==> src/rtl/intrapred_scheduler.sv <==
// ============================================================================
//  Module      : intrapred_scheduler
//  Description : Issues macroblock numbers into the 5-stage intra-prediction
//                pipeline, tracks stage occupancy and hands results downstream.
//  Revision    : 1.0  initial release
// ============================================================================
`default_nettype none

module intrapred_scheduler #(
    parameter int PIPE_DEPTH     = 5,
    parameter int MB_NUMBER_BITS = 12
) (
    input  logic                      clk,
    input  logic                      reset,
    input  logic                      start,
    input  logic                      abort,
    input  logic [MB_NUMBER_BITS-1:0] frame_mbs,
    input  logic                      out_ready,
    output logic                      pipe_enable,
    output logic [31:0]               mbnumber,
    output logic [PIPE_DEPTH-1:0]     stage_valid,
    output logic                      out_valid,
    output logic [31:0]               out_mbnumber,
    output logic                      busy,
    output logic                      done
);

    localparam logic [1:0] ST_IDLE  = 2'd0;
    localparam logic [1:0] ST_RUN   = 2'd1;
    localparam logic [1:0] ST_FLUSH = 2'd2;

    localparam int                      PAD    = 32 - MB_NUMBER_BITS;
    localparam logic [MB_NUMBER_BITS-1:0] MB_ZERO = '0;
    localparam logic [MB_NUMBER_BITS-1:0] MB_ONE  = {{(MB_NUMBER_BITS-1){1'b0}}, 1'b1};

    logic [1:0]                state;
    logic [1:0]                state_next;
    logic [MB_NUMBER_BITS-1:0] frame_mbs_q;
    logic [MB_NUMBER_BITS-1:0] issue_cnt;
    logic [MB_NUMBER_BITS-1:0] done_cnt;
    logic [MB_NUMBER_BITS-1:0] tag [PIPE_DEPTH];

    logic stall;
    logic issue_ok;
    logic handshake;
    logic frame_complete;

    assign out_valid      = stage_valid[PIPE_DEPTH-1];
    assign out_mbnumber   = {{PAD{1'b0}}, tag[PIPE_DEPTH-1]};
    assign mbnumber       = {{PAD{1'b0}}, issue_cnt};
    assign stall          = out_valid & ~out_ready;
    assign issue_ok       = issue_cnt < frame_mbs_q;
    assign handshake      = (state == ST_RUN) & ~abort & out_valid & out_ready;
    // Completion looks at the registered count, so it lands one cycle after the last handshake.
    assign frame_complete = (state == ST_RUN) & (done_cnt == frame_mbs_q);

    always_ff @(posedge clk or negedge reset) begin
        if (!reset) begin
            state <= ST_IDLE;
        end else begin
            state <= state_next;
        end
    end

    always_comb begin
        state_next = state;
        case (state)
            ST_IDLE:  if (start) state_next = ST_RUN;
            ST_RUN: begin
                if (abort)               state_next = ST_FLUSH;
                else if (frame_complete) state_next = ST_IDLE;
            end
            ST_FLUSH: state_next = ST_IDLE;
            default:  state_next = ST_IDLE;
        endcase
    end

    always_comb begin
        pipe_enable = 1'b0;
        busy        = 1'b0;
        case (state)
            ST_RUN: begin
                pipe_enable = ~stall & ~abort;
                busy        = 1'b1;
            end
            ST_FLUSH: busy = 1'b1;
            default: begin
                pipe_enable = 1'b0;
                busy        = 1'b0;
            end
        endcase
    end

    always_ff @(posedge clk or negedge reset) begin
        if (!reset) begin
            frame_mbs_q <= MB_ZERO;
            issue_cnt   <= MB_ZERO;
            done_cnt    <= MB_ZERO;
            stage_valid <= '0;
            done        <= 1'b0;
            for (int k = 0; k < PIPE_DEPTH; k++) tag[k] <= MB_ZERO;
        end else begin
            done <= frame_complete & ~abort;
            case (state)
                ST_IDLE: begin
                    if (start) begin
                        frame_mbs_q <= frame_mbs;
                        issue_cnt   <= MB_ZERO;
                        done_cnt    <= MB_ZERO;
                    end
                end
                ST_RUN: begin
                    if (abort) begin
                        // FLUSH performs the clean-up on the next cycle.
                    end else if (frame_complete) begin
                        stage_valid <= '0;
                        for (int k = 0; k < PIPE_DEPTH; k++) tag[k] <= MB_ZERO;
                    end else begin
                        if (handshake) done_cnt <= done_cnt + MB_ONE;
                        if (pipe_enable) begin
                            for (int k = PIPE_DEPTH-1; k > 0; k--) begin
                                stage_valid[k] <= stage_valid[k-1];
                                tag[k]         <= tag[k-1];
                            end
                            stage_valid[0] <= issue_ok;
                            tag[0]         <= issue_ok ? issue_cnt : MB_ZERO;
                            if (issue_ok) issue_cnt <= issue_cnt + MB_ONE;
                        end
                    end
                end
                ST_FLUSH: begin
                    frame_mbs_q <= MB_ZERO;
                    issue_cnt   <= MB_ZERO;
                    done_cnt    <= MB_ZERO;
                    stage_valid <= '0;
                    for (int k = 0; k < PIPE_DEPTH; k++) tag[k] <= MB_ZERO;
                end
                default: begin
                    stage_valid <= '0;
                end
            endcase
        end
    end

endmodule

`default_nettype wire

==> config.mk <==
export PLATFORM = sky130hd
export DESIGN_NAME = intrapred_scheduler
export DESIGN_NICKNAME = d
export VERILOG_FILES = /design/src/rtl/intrapred_scheduler.sv
export SDC_FILE = /design/constraint.sdc
export NUM_CORES = 1
export LEC_CHECK = 0
export ABC_AREA = 1
export CORE_ASPECT_RATIO = 0.9
export CORE_MARGIN = 8
export CORE_UTILIZATION = 55
export DETAILED_ROUTE_END_ITERATION = 10
export MAX_ROUTING_LAYER = met4
export PLACE_DENSITY = 0.91
export SYNTH_ARGS = -nofsm -noshare
export SYNTH_HDL_FRONTEND = slang
export SYNTH_SLANG_ARGS = --single-unit
==> constraint.sdc <==
create_clock -name clk -period 2.45 [get_ports clk]
set_clock_uncertainty 0.2 [all_clocks]
set_input_delay 0.245 -clock clk [delete_from_list [all_inputs] [get_ports clk]]
set_output_delay 0.245 -clock clk [all_outputs]
set_load 0.03 [all_outputs]
==> results_dict.tcl, run 1 <==
set metrics [dict create \
    status "complete, no violations" \
    vias_per_cell 5.17 \
    ios 90 \
    gr-total-overflow 0 \
    slew-limit-headroom_pct 62.5 \
    synthesis.area_sq_um 5980 \
    clk_latency_ns 0.35 \
    hold_slack_ns 0.212 \
    gp_congestion 0.915 \
    seq_power_share_pct 33.7 \
    yosys_warnings 0 \
    drt_iter0_drc 368 \
    fmax_mhz 431 \
    grt_pass1_vias 4470 \
    r2r_cells 12 \
    crit_path_end_kind "primary output" \
    grt_pass1_wl_mm 20.7 \
    worstSetupPathType "flop to primary output" \
    clk_path_buf_depth 2 \
    syn_area_per_cell_sq_um 7.97 \
    r2r-end "issue_cnt[7]$_DFFE_PN0P_" \
    dp_hpwl_mm 8.51 \
    fin_cells 915 \
    p_sw_mw 2.75 \
    seq_area_frac_synth_pct 43.5 \
    comb_power_share_pct 44.0 \
    htreeDepth 3 \
    p_int_mw 3.53 \
    irDropWorstVdd_mv 0.484 \
    chipWidth_microns 126 \
    nets 811 \
    die_area_sq_um 14500 \
    ys_types 26 \
    crit_path_start_kind "flop" \
    design.core.area_sq_um 10700 \
    fin_crit_sh_pct 94.7 \
    timing.rr.start "issue_cnt[5]$_DFFE_PN0P_" \
    clock-sinks 104 \
    grt_max_degree 61 \
    io_buffers 49 \
    antenna_found_initial 0 \
    cp_max_fo 19 \
    post-route-min-period_ns 2.32 \
    hold_viol 0 \
    die_h_microns 115 \
    drv_cap 0 \
    cts_made_buffers 9 \
    rrSetupSlack_ns 0.19 \
    cts_tree "built" \
    antenna_cells 0 \
    finalSetupViolations 0 \
    route.detailed.drc 0 \
    vias 4729 \
    synthCells 751 \
    switching_share_pct 43.8 \
    slew_viol_final 0 \
    dr.pass1.iters 6 \
    grt_usage_pct 17.9 \
    rsz0062_at_grt "no" \
    hold_path_class "primary input to async pin" \
    fin_setup_tns_ns 0 \
    drive_gt1_share_pct 11.0 \
    ys_seq_elements 104 \
    start_util_pct 55.8 \
    drt-wirelength-per-cell_microns 13.5 \
    p_clk_share_pct 22.2 \
    place_inst 898 \
    power_density_nw_per_um2 945 \
    rows 36 \
    worstPathArrival_ns 1.88 \
    tightest_slew_ns 0.562 \
    antenna_left 0 \
    area_growth_pct 11.0 \
    clk_pin_slew_ns 0.07 \
    root_buffer "clkbuf_16" \
    critical_path.startpoint "state[1]$_DFFE_PN0P_" \
    required_ns 2.01 \
    routed_wl_mm 12.3 \
    p_leak_nw 3.13 \
]
==> what timing repair did <==
action	CTS	global route
gates resized for setup	0	2
setup buffers	0	0
hold buffers	1	0
endpoints found under the setup margin	0	13
hold endpoints to repair	38	0
==> power by group through the flow <==
| stage | logic [mW] | clock network [mW] | registers (mW) |
|---|---|---|---|
| 6_report | 2.76 | 1.40 | 2.12 |
| 5_1_grt | 3.08 | 1.49 | 2.15 |
| 4_1_cts | 2.74 | 1.43 | 2.12 |
| 3_5_place_dp | 2.72 | 0 | 2.15 |
| 3_3_place_gp | 2.66 | 0 | 2.13 |
| 2_1_floorplan | 2.21 | 0 | 2.16 |
==> flip-flops by register name, summed over array words and instances, names as in the netlist <==
signal	flops
done	1
done_cnt	12
frame_mbs_q	12
issue_cnt	12
out_mbnumber	12
stage_valid	5
state	2
tag	48
==> worst max-delay path: stages, from the launching register on <==
cell and delay (ns):
dfrtp_1 0.41, inv_1 0.09, ha_1 0.26, inv_1 0.08
buf_4 0.21, nor2_2 0.14, inv_1 0.07, nor2_1 0.10
buf_4 0.17
==> per-stage QoR <==
stage	setup WS (ns)	area (sq um)	power, mW	utilization, %
after floorplan	0.312	6130	4.37	-
after global placement	0.270	6340	4.80	59.1
after detailed placement	0.216	6340	4.86	59.1
after CTS	0.113	6640	6.28	61.9
after global routing	0.0373	6640	6.72	62.0
final	0.130	6640	6.28	62.0
==> kinds of logic (layout without fill, tap and decap cells) <==
family / after synthesis / count (layout) / synth area share (%)
AND/OR/NAND/NOR: 363 / 363 / 25.8
adder cells (fa/ha/maj): 17 / 17 / 3.55
other: 1 / 40 / 0.0627
AO/OA/AOI/OAI: 112 / 112 / 11.9
buffers and inverters: 146 / 138 / 14.0
XOR/XNOR: 8 / 8 / 1.17
flip-flops: 104 / 104 / 43.5
==> Yosys cell counts <==
library cell | n | area [sq um]
buf_2 | 5 | 25.0
nor2_1 | 47 | 176
conb_1 | 1 | 3.75
nand2_1 | 200 | 751
nor3b_1 | 4 | 30.0
nor3_1 | 5 | 25.0
dfrtp_1 | 104 | 2600
nand3b_1 | 4 | 30.0
inv_2 | 2 | 7.51
nand2_2 | 3 | 18.8
xnor2_1 | 2 | 17.5
o21ai_0 | 37 | 185
clkbuf_2 | 1 | 5.00
nor2_2 | 1 | 6.26
buf_4 | 54 | 405
buf_6 | 11 | 124
o21ai_1 | 20 | 100
ha_1 | 17 | 213
nand4_1 | 1 | 6.26
inv_1 | 52 | 195
xor2_1 | 6 | 52.6
nand3_2 | 2 | 20.0
nand3_1 | 96 | 480
a21oi_1 | 15 | 75.1
clkbuf_1 | 21 | 78.8
o21ai_2 | 40 | 350
==> final cells by class <==
class | instances | area, sq um
Timing Repair Buffer | 68 | 681
Multi-Input combinational cell | 540 | 2700
Fill cell | 925 | 4080
Clock inverter | 6 | 51.3
Sequential cell | 104 | 2600
Tap cell | 133 | 166
Clock buffer | 10 | 239
Inverter | 54 | 203
==> cell usage in the layout, fill, tap and decap left out, types with 2 or more instances in the layout <==
cell type        synthesis  layout
buf_12                   0       4
nand3_1                 96      96
inv_2                    2       2
nand3b_1                 4       4
nor3_1                   5       5
ha_1                    17      17
buf_4                   54      16
o21ai_0                 37      37
xnor2_1                  2       2
xor2_1                   6       6
nor2_2                   1       2
o21ai_1                 20      20
a21oi_1                 15      15
inv_8                    0       2
conb_1                   1      40
dfrtp_1                104     104
o21ai_2                 40      40
nor2_1                  47      46
clkbuf_16                0       9
nand2_2                  3       4
nor3b_1                  4       4
nand2_1                200     199
inv_1                   52      51
clkdlybuf4s50_1          0      47
clkinvlp_4               0       2
==> how the worst max path moves through the flow <==
stage                               to  slack [ns]  cells past startpoint
2_1_floorplan      tag[48]$_DFFE_PN0P_        0.31                     11
3_5_place_dp   done_cnt[3]$_DFFE_PN0P_        0.22                     10
5_1_grt                    pipe_enable        0.04                      8
4_1_cts                    pipe_enable        0.11                      8
6_report                   pipe_enable        0.13                      8
3_3_place_gp       tag[38]$_DFFE_PN0P_        0.27                      9
==> layer usage <==
metal | routed length (microns) | track usage (%)
met1 | 5360 | 20.7
met2 | 6070 | 30.1
met3 | 692 | 4.40
met4 | 188 | 6.57
met5 | 0 | -
No activity file was read; power rests on OpenSTA's default activity.
==> run 2: changes to the inputs <==
--- a/config.mk
+++ b/config.mk
@@ -6,8 +6,8 @@
 export NUM_CORES = 1
 export LEC_CHECK = 0
 export ABC_AREA = 1
+export ABC_CLOCK_PERIOD_IN_PS = 2450
 export CORE_ASPECT_RATIO = 0.9
-export CORE_MARGIN = 8
 export CORE_UTILIZATION = 55
 export DETAILED_ROUTE_END_ITERATION = 10
 export MAX_ROUTING_LAYER = met4
==> run 2 against run 1 <==
The run now ends with design-rule violations left; global-route usage grew 5.8 points; fmax rose by 1.4%; largest cell class unchanged; highest routed layer unchanged; count of clock-buffer cells in the layout down 1; combinational power is essentially flat; power up 1.7%; setup slack better by 0.032 ns; via count is 1.9% higher; design area up 0.28%.
==> results_dict.tcl, run 2 (synthesis gave the netlist of run 1 again) <==
set metrics [dict create \
    status "complete, but fails checks" \
    violations "design-rule violations" \
    clock-sinks 104 \
    use_met3_pct 5.29 \
    gp_congestion 0.906 \
    layout_common_cells "200 x nand2_1, 104 x dfrtp_1, 96 x nand3_1, 51 x inv_1" \
    chipWidth_microns 112 \
    root_buffer "clkbuf_16" \
    rows 35 \
    vias_per_cell 5.29 \
    design.core.area_sq_um 10400 \
    die_area_sq_um 11300 \
    gr-usage-met1_pct 30.4 \
    drt_iter0_drc 474 \
    die_h_microns 101 \
    antenna_cells 0 \
    fillers 848 \
    grt.busiest_layer "met2" \
    clk_latency_ns 0.35 \
    rsz0062_at_grt "no" \
    io_buffers 49 \
    place_inst 895 \
    hold_viol 0 \
    drive_gt1_share_pct 11.0 \
    dp_hpwl_mm 8.00 \
    drt-wirelength-per-cell_microns 13.2 \
    use_met2_pct 38.2 \
    seq_power_share_pct 33.2 \
    required_ns 2.52 \
    p_clk_share_pct 23.5 \
    antenna_left 0 \
    grt_max_degree 61 \
    tightest_slew_ns 0.585 \
    ios 90 \
    p_leak_nw 3.15 \
    slew_viol_final 0 \
    multiInputGateArea_sq_um 2700 \
    crit_path_end_kind "flop" \
    htreeDepth 3 \
    fin_crit_sh_pct 93.4 \
    irDropWorstVdd_mv 0.774 \
    grt_pass1_vias 4468 \
    gr-total-overflow 0 \
    area_growth_pct 11.3 \
    total_power_mw 6.39 \
    fin_cells 912 \
    clk_path_buf_depth 2 \
    fin_setup_tns_ns 0 \
    antenna_found_initial 0 \
    power_density_nw_per_um2 959 \
    mostFrequentLayoutCell "nand2_1" \
    fin_util_pct 63.9 \
    grt_pass1_wl_mm 20.7 \
    dr.pass1.iters 8 \
    comb_power_share_pct 43.3 \
    p_int_mw 3.58 \
    cts_made_buffers 9 \
    largest_reg_flops 48 \
    cp_max_fo 13 \
    grt_usage_pct 23.8 \
    clk_pin_slew_ns 0.07 \
    routed_wl_mm 12.1 \
    drv_cap 0 \
    start_util_pct 57.4 \
    finalSetupViolations 0 \
    nets 812 \
    hold_path_class "primary input to async pin" \
    worstPathArrival_ns 2.36 \
    crit_path_start_kind "flop" \
    vias 4820 \
    p_sw_mw 2.81 \
    post-route-min-period_ns 2.29 \
    regMostFlops "tag" \
    route.detailed.drc 3 \
    cts_tree "built" \
    worstSetupPathType "flop to flop" \
    cts_resized 0 \
    switching_share_pct 43.9 \
    seq_area_sq_um 2600 \
    fmax_mhz 437 \
    slew-limit-headroom_pct 61.0 \
]
run 2: cell count changes in the layout (fill, tap and decap cells not counted), sizes merged:
cell      previous run  this run
inv                 55        58
clkinvlp             2         0
clkinv               3         2
bufinv               0         1
clkbuf              10         9
buf                 20        21
run 2: worst max-delay path, cell delays in order, from the launching register on:
cell	delay [ns]
dfrtp_1	0.46
ha_1	0.35
nand2_1	0.08
inv_1	0.05
nand2_1	0.06
nand2_1	0.05
a21oi_1	0.15
nand2_1	0.09
inv_1	0.37
nand3_1	0.18
o21ai_2	0.17
run 2: power by group through the flow:
stage	registers (mW)	logic [mW]	clock network, mW
final	2.12	2.76	1.50
after global routing	2.14	3.09	1.60
after CTS	2.12	2.75	1.53
after detailed placement	2.14	2.72	0
after global placement	2.14	2.67	0
after floorplan	2.16	2.21	0
run 2: repair_timing:
item,in CTS,in global routing
hold buffers,1,0
buffers inserted,0,0
hold endpoints to repair,25,0
run 2: area by class of cell:
type / instances / area share (%)
repair buffers: 69 / 10.3
multi-input cells: 540 / 40.5
clock inverters: 7 / 1.30
inverters: 54 / 3.04
clock buffers: 9 / 3.38
well taps: 129 / 2.42
flip-flops and latches: 104 / 39.1
run 2: worst paths after layout:
check                      slack [ns]                            to  depth (start not counted)                   startpoint
setup / recovery                 0.16           tag[51]$_DFFE_PN0P_                         10     issue_cnt[7]$_DFFE_PN0P_
setup reg to reg                 0.16           tag[51]$_DFFE_PN0P_                         10     issue_cnt[7]$_DFFE_PN0P_
max in group asynchronous        1.27       done_cnt[6]$_DFFE_PN0P_                          3                        reset
hold / removal                   0.15  out_mbnumber[11]$_DFFE_PN0P_                          2                        reset
min in group clk                 0.28   out_mbnumber[8]$_DFFE_PN0P_                          2  out_mbnumber[8]$_DFFE_PN0P_
hold reg to reg                  0.28   out_mbnumber[8]$_DFFE_PN0P_                          2  out_mbnumber[8]$_DFFE_PN0P_
run 2: per-stage QoR:
step	hold slack [ns]	cell area (sq um)	worst slack [ns]
after floorplan	-0.251	6130	0.312
after global placement	-0.0158	6340	0.241
after detailed placement	-0.0162	6340	0.222
after CTS	0.156	6660	0.180
after global routing	0.179	6660	0.0130
final	0.152	6660	0.161
run 2: routing by layer:
| layer | share of wire [%] | up-vias | wire [microns] |
|---|---|---|---|
| met2 | 48 | 173 | 5840 |
| met3 | 6.8 | 17 | 822 |
| met4 | 1.2 | 0 | 149 |
| li1 | - | 2381 | - |
| met5 | 0 | - | 0 |
| met1 | 44 | 2249 | 5250 |
==> run 3: changes to the inputs <==
--- a/config.mk
+++ b/config.mk
@@ -8,7 +8,9 @@
 export ABC_AREA = 1
 export ABC_CLOCK_PERIOD_IN_PS = 2450
 export CORE_ASPECT_RATIO = 0.9
+export CORE_MARGIN = 5
 export CORE_UTILIZATION = 55
+export CTS_CLUSTER_DIAMETER = 120
 export DETAILED_ROUTE_END_ITERATION = 10
 export MAX_ROUTING_LAYER = met4
 export PLACE_DENSITY = 0.91
==> run 3 against run 2 <==
The run now ends clean; die area is 16% higher; largest cell class unchanged; utilization is 2.0 points lower; sequential share of layout area is 0.15 points higher; routed wire length up 0.61%; design area shrank 0.39%; sequential power about the same; setup slack worse by 0.019 ns; combinational power about the same.
==> results_dict.tcl, run 3 (synthesis gave the netlist of run 1 again) <==
set metrics [dict create \
    route.detailed.drc 0 \
    layout_common_cells "199 x nand2_1, 104 x dfrtp_1, 96 x nand3_1, 51 x inv_1" \
    path_cells "inv_1 -> ha_4 -> inv_1 -> buf_4 -> nor2_1 -> inv_1 -> nor2_1 -> buf_4" \
    antenna_cells 0 \
    die_h_microns 109 \
    antenna_found_initial 0 \
    worstPathArrival_ns 1.86 \
    routed_wl_mm 12.1 \
    clk_pin_slew_ns 0.08 \
    dp_slack_ns 0.152 \
    tightest_slew_ns 0.564 \
    dp_hpwl_mm 8.16 \
    finalSetupViolations 0 \
    crit_family "buffers and inverters" \
    start_util_pct 55.8 \
    power_density_nw_per_um2 948 \
    crit_cells 8 \
    drt-wirelength-per-cell_microns 13.3 \
    seq_power_share_pct 33.7 \
    regMostFlops "tag" \
    crit_buf_inv 5 \
    switching_share_pct 44.7 \
    r2r-end "done_cnt[4]$_DFFE_PN0P_" \
    ios 90 \
    cpMaxStageDelayCell "dfrtp_1" \
    antenna_left 0 \
    dr.pass1.iters 5 \
    post-route-min-period_ns 2.31 \
    chipWidth_microns 120 \
    fmax_mhz 433 \
    cp_max_fo 19 \
    design.core.area_sq_um 10700 \
    nets 809 \
    htreeDepth 3 \
    gp_congestion 0.893 \
    cts_tree "built" \
    cts_made_buffers 9 \
    crit_path_end_kind "primary output" \
    r2r_cells 12 \
    hold_viol 0 \
    clk_latency_ns 0.36 \
    grt_pass1_vias 4413 \
    root_buffer "clkbuf_16" \
    grt_max_degree 63 \
    fin_crit_sh_pct 94.2 \
    grt_usage_pct 19.9 \
    vias 4779 \
    crit_end "pipe_enable" \
    io_buffers 49 \
    grt_pass1_wl_mm 20.5 \
    rsz0062_at_grt "no" \
    slew-limit-headroom_pct 62.4 \
    vias_per_cell 5.23 \
    worstSetupPathType "flop to primary output" \
    irDropWorstVdd_mv 0.646 \
    layout_setup_ws_ns 0.142 \
    die_area_sq_um 13100 \
    hold_path_class "primary input to async pin" \
    gr-total-overflow 0 \
    area_growth_pct 10.9 \
    required_ns 2.01 \
    p_sw_mw 2.81 \
    drive_gt1_share_pct 10.9 \
    rrSetupSlack_ns 0.25 \
    comb_power_share_pct 43.6 \
    mostFrequentLayoutCell "nand2_1" \
    status "complete, no violations" \
    clk_path_buf_depth 2 \
    critical_path.startpoint "state[1]$_DFFE_PN0P_" \
    fin_setup_tns_ns 0 \
    timing.rr.start "done_cnt[11]$_DFFE_PN0P_" \
    drt_iter0_drc 446 \
    slew_viol_final 0 \
    cp_common_cell "inv_1" \
    largest_reg_flops 48 \
    p_int_mw 3.48 \
    p_clk_share_pct 22.7 \
    drv_cap 0 \
    rows 36 \
    p_leak_nw 3.11 \
    crit_path_start_kind "flop" \
    max_stage_delay_ns 0.41 \
    clock-sinks 104 \
]
run 3: cell count changes in the layout (fill, tap and decap cells not counted), sizes merged:
cell      before  now
buf           21   18
clkinvlp       0    2
bufinv         1    0
inv           58   57
run 3: how the worst min path moves through the flow:
stage	end	from	slack, ns	depth (start not counted)
after floorplan	done$_DFF_PN0_	reset	-0.25	0
after global placement	out_mbnumber[11]$_DFFE_PN0P_	reset	0.03	1
after global routing	out_mbnumber[0]$_DFFE_PN0P_	reset	0.23	2
after detailed placement	out_mbnumber[0]$_DFFE_PN0P_	reset	0.03	1
final	out_mbnumber[11]$_DFFE_PN0P_	reset	0.19	2
after CTS	out_mbnumber[0]$_DFFE_PN0P_	reset	0.19	2
run 3: cell type report:
type,count,area (sq um)
Fill cell,903,4090
Clock inverter,7,71.3
Sequential cell,104,2600
Multi-Input combinational cell,540,2710
Clock buffer,9,225
Inverter,54,203
Timing Repair Buffer,66,653
Tap cell,133,166
run 3: power by group through the flow:
stage          clock, mW  combinational (mW)  sequential, mW
5_1_grt             1.54                3.06            2.16
3_5_place_dp           0                2.66            2.15
6_report            1.43                2.74            2.12
3_3_place_gp           0                2.61            2.14
2_1_floorplan          0                2.21            2.16
4_1_cts             1.46                2.69            2.12
run 3: what timing repair did:
| action | in CTS | in global routing |
|---|---|---|
| hold endpoints to repair | 35 | 0 |
| hold buffers | 1 | 0 |
| setup endpoints to repair | 0 | 70 |
| setup buffers | 0 | 0 |
| gates resized for setup | 0 | 5 |
run 3: through the flow:
stage	hold slack, ns	std cells	utilization (%)	total power, mW	area, sq um
floorplan	-0.251	790	-	4.37	6130
global route	0.234	913	61.9	6.75	6640
CTS	0.190	913	61.7	6.27	6620
finish	0.194	913	61.9	6.29	6640
detailed placement	0.0307	896	58.9	4.81	6310
global placement	0.0302	896	58.9	4.75	6310
run 3: routing by layer:
| metal | vias to the layer above | global-route usage [%] | wire length (microns) |
|---|---|---|---|
| met3 | 29 | 6.28 | 866 |
| met5 | - | - | 0 |
| met2 | 159 | 30.5 | 5730 |
| li1 | 2380 | - | - |
| met4 | 0 | 6.87 | 260 |
| met1 | 2211 | 25.3 | 5280 |
